==> config.mk <==
export PLATFORM = sky130hd
export DESIGN_NAME = operand_fetch_stage
export DESIGN_NICKNAME = d
export VERILOG_FILES = /design/src/rtl/operand_fetch_stage.sv
export SDC_FILE = /design/constraint.sdc
export NUM_CORES = 1
export LEC_CHECK = 0
export ABC_AREA = 1
export BUFFER_PORTS_ARGS = -buffer_cell sky130_fd_sc_hd__buf_2
export CORE_AREA = 2 2 137 139
export DETAILED_ROUTE_END_ITERATION = 8
export DIE_AREA = 0 0 139 141
export PLACE_DENSITY_LB_ADDON = 0.1
export SYNTH_ARGS = -nofsm -noshare
export SYNTH_HDL_FRONTEND = slang
export SYNTH_SLANG_ARGS = --single-unit
==> constraint.sdc <==
create_clock -name clk -period 1.1 [get_ports clk]
set_input_delay 0.11 -clock clk [delete_from_list [all_inputs] [get_ports clk]]
set_output_delay 0.11 -clock clk [all_outputs]
set_load 0.05 [all_outputs]
==> src/rtl/operand_fetch_stage.sv <==
// Operand-fetch stage: 8x16 register file with writeback bypass,
// feeding a valid/ready output register that drives the ALU slices.
module operand_fetch_stage #(
  parameter int DATA_W = 16,
  parameter int NREG   = 8,
  parameter int ADDR_W = 3
) (
  input  logic              clk,
  input  logic              rst_n,
  input  logic              in_valid,
  output logic              in_ready,
  input  logic [ADDR_W-1:0] rs_addr,
  input  logic [ADDR_W-1:0] rt_addr,
  input  logic [DATA_W-1:0] imm,
  input  logic              use_imm,
  input  logic [3:0]        ctrl,
  input  logic              wb_en,
  input  logic [ADDR_W-1:0] wb_addr,
  input  logic [DATA_W-1:0] wb_data,
  input  logic              flush,
  output logic              out_valid,
  input  logic              out_ready,
  output logic [DATA_W-1:0] out_a,
  output logic [DATA_W-1:0] out_b,
  output logic              out_ainvert,
  output logic              out_binvert,
  output logic              out_cin,
  output logic [1:0]        out_op
);

  typedef struct packed {
    logic [DATA_W-1:0] a;
    logic [DATA_W-1:0] b;
    logic              ainv;
    logic              binv;
    logic [1:0]        op;
  } opnd_t;

  logic [DATA_W-1:0] rf [NREG];
  logic              wr_hit;
  logic [DATA_W-1:0] rd_a;
  logic [DATA_W-1:0] rd_t;
  logic              cap;
  opnd_t             nxt;
  opnd_t             q;
  logic              vq;

  assign wr_hit = wb_en && (wb_addr != '0);

  always_ff @(posedge clk or negedge rst_n) begin
    if (!rst_n) begin
      for (int i = 0; i < NREG; i++)
        rf[i] <= '0;
    end else if (wr_hit) begin
      rf[wb_addr] <= wb_data;
    end
  end

  // Same-cycle writeback is forwarded so the captured operand sees it.
  always_comb begin
    rd_a = '0;
    unique case (1'b1)
      (rs_addr == '0):                 rd_a = '0;
      (wr_hit && wb_addr == rs_addr):  rd_a = wb_data;
      default:                         rd_a = rf[rs_addr];
    endcase
  end

  always_comb begin
    rd_t = '0;
    unique case (1'b1)
      (rt_addr == '0):                 rd_t = '0;
      (wr_hit && wb_addr == rt_addr):  rd_t = wb_data;
      default:                         rd_t = rf[rt_addr];
    endcase
  end

  always_comb begin
    nxt      = '0;
    nxt.a    = rd_a;
    nxt.b    = use_imm ? imm : rd_t;
    nxt.ainv = ctrl[3];
    nxt.binv = ctrl[2];
    nxt.op   = ctrl[1:0];
  end

  assign in_ready = ~vq | out_ready;
  assign cap      = in_valid & in_ready & ~flush;

  always_ff @(posedge clk or negedge rst_n) begin
    if (!rst_n) begin
      vq <= 1'b0;
    end else if (flush) begin
      vq <= 1'b0;
    end else if (cap) begin
      vq <= 1'b1;
    end else if (out_ready) begin
      vq <= 1'b0;
    end
  end

  always_ff @(posedge clk or negedge rst_n) begin
    if (!rst_n) begin
      q <= '0;
    end else if (cap) begin
      q <= nxt;
    end
  end

  assign out_valid   = vq;
  assign out_a       = q.a;
  assign out_b       = q.b;
  assign out_ainvert = q.ainv;
  assign out_binvert = q.binv;
  assign out_cin     = q.binv;
  assign out_op      = q.op;

endmodule
* Word level (Yosys, flattened, before mapping)
Index checks and enable logic that the tools add are counted.
** Storage, ports and cells
- Register bits :: 165
- Input bits :: 52
- Word-level logic and storage cells :: 51
** Operators by class
- $lt $le $gt $ge :: 4
- Eq/ne operators :: 2
- Muxes and demuxes :: 15
- Bitwise gates (word level) :: 8
- Reduce and logical (&&, ||, !) cells :: 8
** Operators with widths (count)
- bitwise mux 128 bit :: 1
- binary-select mux 16 bit (select 3 bit) :: 2
- 2-to-1 mux 16 bit :: 6
- case mux 16 bit (2 select lines) :: 2
- demux 16 bit (select 3 bit) :: 1
- greater-or-equal comparator 4 bit, second input constant :: 3
- inverter 3 -> 4 bit :: 3
- equality test 3 bit :: 2
- logical NOT 3 bit :: 2
- nonzero test 3 bit :: 2
- logical AND 1 bit :: 4
- less-than comparator 4 x 1 -> 1 bit, second input constant :: 1
- 2-to-1 mux 1 bit :: 3
- AND 1 bit :: 2
- inverter 1 bit :: 2
- OR 1 bit :: 1

* Depth between registers and ports, before layout
- Depth in word-level cells :: 6
- Mapped depth :: 13

* Worst setup path after synthesis
No wires, ideal clock.
- Kind :: register to register
- Start point :: register vq, in the netlist out_valid
- End point :: register q (netlist bit out_a[1])
- Library setup time :: 0.121 ns
- Data arrival time :: 1.397 ns
- Required time :: 0.979 ns
- Slack :: -0.418 ns
- Cell stages (with the launch flop) :: 8
- Clock period less this slack :: 1.518 ns
- Path through :: dfrtp_1 > inv_1 > nor2_1 > nor3_1 > inv_2 > buf_2 > nor2_1 > a21oi_2
** Between the ends
- Word-level cells in the longest chain between the ends :: 4
** Ends and longest elaborated chain
- start: declaration :: line 46 : logic vq;
- start signal: assignment :: line 92 : vq <= 1'b0;
- start signal: assignment :: line 94 : vq <= 1'b0;
- start signal: assignment :: line 96 : vq <= 1'b1;
- inverter 1 bit :: line 87 : assign in_ready = ~vq | out_ready;
- OR 1 bit :: line 87
- AND 1 bit (2 in series) :: line 88 : assign cap = in_valid & in_ready & ~flush;
- end signal: assignment :: line 106 : q <= nxt;
- end: declaration :: line 45 : opnd_t q;
No other way between the ends.
A chain may end at the register's enable or synchronous reset.

* Worst setup path after layout
- Start point :: register vq, in the netlist out_valid
- End point :: register q (netlist bit out_b[9])
Same word-level chain as after synthesis.

==> key figures <==
CTS
  – Max clock buf depth: 2
  – Number of CTS-inserted buffers: 17
  – Clock Latency Late Sink: 0.43 ns
  – Reg clk slew, reported paths: 0.07 ns
  – H-tree Lvls: 4
  – CTS Hold Bufs: 21
  – Root buffer cell: clkbuf_16
  – Clock Sinks: 165
  – CTS tree: built

Run
  – Max-cap violations: 0

Synth
  – Fraction of synthesized area in multiplexers: 0
  – Post-Synth XOR/XNOR Area: 0.00364
  – Sequential fraction of the synthesis area: 0.429
  – Largest family of logic cells by synthesized area: simple AND/OR/NAND/NOR gates
  – Adder-Cell Fraction of Synth Area: 0
  – Flip-flop and latch count after synthesis: 165
  – Synth Area in Simple Gates: 0.381
  – Synth cell count leaders: nand2_1, nand3_1, inv_1
  – Synth Warn #: 0
  – Most common cell in the netlist: nand2_1
  – Primary FF master, synth: dfrtp_1
  – Number of flops mapped to enable cells by yosys: 0
  – Syn Inst Count: 1482
  – Main area contributors after synthesis: dfrtp_1, nand2_1, nand3_1
  – Synthesized area per cell: 6.49 um^2
  – Complex-gate fraction of the synthesized area: 0.0692
  – Synth cell types: 23
  – Synthesized net count: 1534
  – Synth top area share: 0.429
  – Async set-reset flop share out of synthesis: 1.00
  – Leading area contributor after synthesis: dfrtp_1
  – Synthesized area: 9620 um^2

Floorplan
  – Initial Util: 0.527
  – Die X-Extent: 139 um
  – # rows: 50
  – Core ar.: 18300 um^2
  – Die span in y: 141 um
  – I/O pins: 91
  – Total Die Area: 19600 um^2

STA
  – Hold WS: -0.0186 ns
  – RSZ-0062 raised after global routing: true
  – Clock skew: 0.0103 ns
  – Final worst path period share: 1.21
  – Worst slew pin tran: 0.331 ns
  – Setup tns final: -6.57 ns
  – Final setup viols: 56
  – Setup slack after layout: -0.234 ns
  – Final min period: 1.33 ns
  – Highest Clock Rate: 749 MHz
  – Final max-slew violation count: 0
  – Rel. slew slack: 0.779
  – Final hold vios: 1

Pwr
  – Final Power: 19.7 mW
  – Peak VDD IR: 1.25 mV
  – P_leak: 6.87 nW
  – P per Cell Area: 1600 nW/um^2

Status
  – Status: complete, but fails checks
  – Violated checks: negative hold slack, negative setup slack

Route
  – Final wirelength: 31000 um
  – Vias per cell: 5.26
  – Via count: 9853
  – Initial DRC count: 966
  – Drc violations: 0
  – Final antenna-violating net count: 0
  – Total iterations of the first detailed-routing run: 5
  – WL per Instance: 16.6 um

Cells and area
  – # nets final: 1679
  – Fin area: 12300 um^2
  – Post-route core utilization: 0.674
  – ANT cells: 0
  – Area grow syn2layout: 28.0%
  – Layout cells sized above 1: 0.171

GRT
  – Antenna violations before repair: 0
  – Total congestion overflow: 0
  – Largest net degree at the start of global routing: 59
  – Total GRT Usage: 0.327
  – Global-route wire length before repair: 50100 um
  – Vias in the first global route: 9516

Critical path
  – FF-to-FF path depth: 8
  – R2R Setup Slk: -0.23 ns
  – CP required: 1.47 ns
  – Worst Path Arrival: 1.71 ns
  – Reg2reg end: out_b[9]
  – Startpoint Class: register
  – Crit Path Class: register to register
  – Reg-to-reg startpoint: out_valid
  – Crit Path Max Fanout: 36
  – Crit path capture type: register

Placed design
  – Buffers added on ports: 90
  – Post-Place Setup Slack: -0.392 ns
  – Detailed placement HPWL: 21200 um
  – Post-placement cell area: 11100 um^2
  – Gp weighted congestion: 0.916

Worst hold path
  – Hold Crit Class: input port to register
  – Hold Startpoint: out_ready
  – Hold path depth: 4
  – Hold EP: out_valid
where the power goes:
part           total (mW)  leakage [nW]  internal [mW]  switching [mW]
sequential           7.72          2.07           7.09           0.633
combinational        5.92          4.51           2.26            3.66
clock                6.07         0.292           3.41            2.66
total                19.7          6.87           12.8            6.95
worst max-delay path, stage by stage, from the launching register on:
cell,delay (ns)
dfrtp_2,0.41
inv_2,0.07
nor2_4,0.04
nor3_4,0.17
inv_2,0.11
buf_12,0.18
nor2_1,0.13
nand2_1,0.09
nand2_1,0.06
cells in the final DEF, fill, tap and decap left out:
cell and instances:
a21oi_1 16, xnor2_1 3, nor2_2 15, inv_6 4, inv_2 7, clkinv_4 4
nand3_1 179, clkinv_1 2, dlygate4sd3_1 21, a21oi_4 1, buf_12 30, inv_1 167
xor2_1 1, a21oi_2 1, clkinv_2 2, nand2_2 5, buf_6 42, inv_8 2
clkinvlp_4 1, nor2_1 67, nor3_2 1, nand4_4 1, buf_8 1, o21ai_0 112
buf_4 87, buf_2 50, clkbuf_16 17, nand2_1 629, dfrtp_1 163, nor2_4 4
nor3_4 1, dfrtp_2 2, bufinv_16 2
sequential cells by signal (all words and copies together) (netlist names):
signal	count
out_a	16
out_ainvert	1
out_b	16
out_binvert	1
out_op	2
out_valid	1
rf	128
stage by stage:
| step | std cells | hold WS, ns |
|---|---|---|
| 2_1_floorplan | 1482 | -0.186 |
| 3_3_place_gp | 1806 | -0.0453 |
| 3_5_place_dp | 1806 | -0.0441 |
| 4_1_cts | 1865 | -0.0386 |
| 5_1_grt | 1874 | -0.0211 |
| 6_report | 1874 | -0.0186 |
worst max-delay path by stage:
stage,slack (ns),start,endpoint,cells after the start
6_report,-0.23,out_valid,out_b[9],8
5_1_grt,-0.29,out_valid,out_b[14],8
4_1_cts,-0.18,out_valid,in_ready,4
3_5_place_dp,-0.39,rt_addr[0],out_b[11],11
3_3_place_gp,-0.36,rt_addr[0],out_b[9],11
2_1_floorplan,-0.24,out_valid,out_a[10],7
cell type report:
type	instances	area, um^2
Fill cell	1587	5960
Timing Repair Buffer	231	2200
Multi-Input combinational cell	1036	4430
Clock buffer	17	425
Inverter	176	661
Tap cell	234	293
Sequential cell	165	4130
Clock inverter	15	170
kinds of logic after synthesis:
family,Yosys count
buffers and inverters,281
xor gates and xnor gates,4
AOI/OAI and AO/OA,130
and+or+nand+nor,902
DFF,165
layer usage:
metal | wire, um | vias to the layer above | track usage
li1 | - | 4801 | -
met1 | 13000 | 4538 | 0.429
met2 | 14300 | 422 | 0.516
met3 | 2550 | 92 | 0.0791
met4 | 1210 | 0 | 0.148
met5 | 0 | - | 0
what timing repair did:
item                                    CTS  global route
gates resized for setup                  92             6
hold endpoints to repair                185             1
buffers inserted                          6             9
pin swaps                                 4             0
endpoints found under the setup margin   75            75
(Power assumes the default switching activity.)
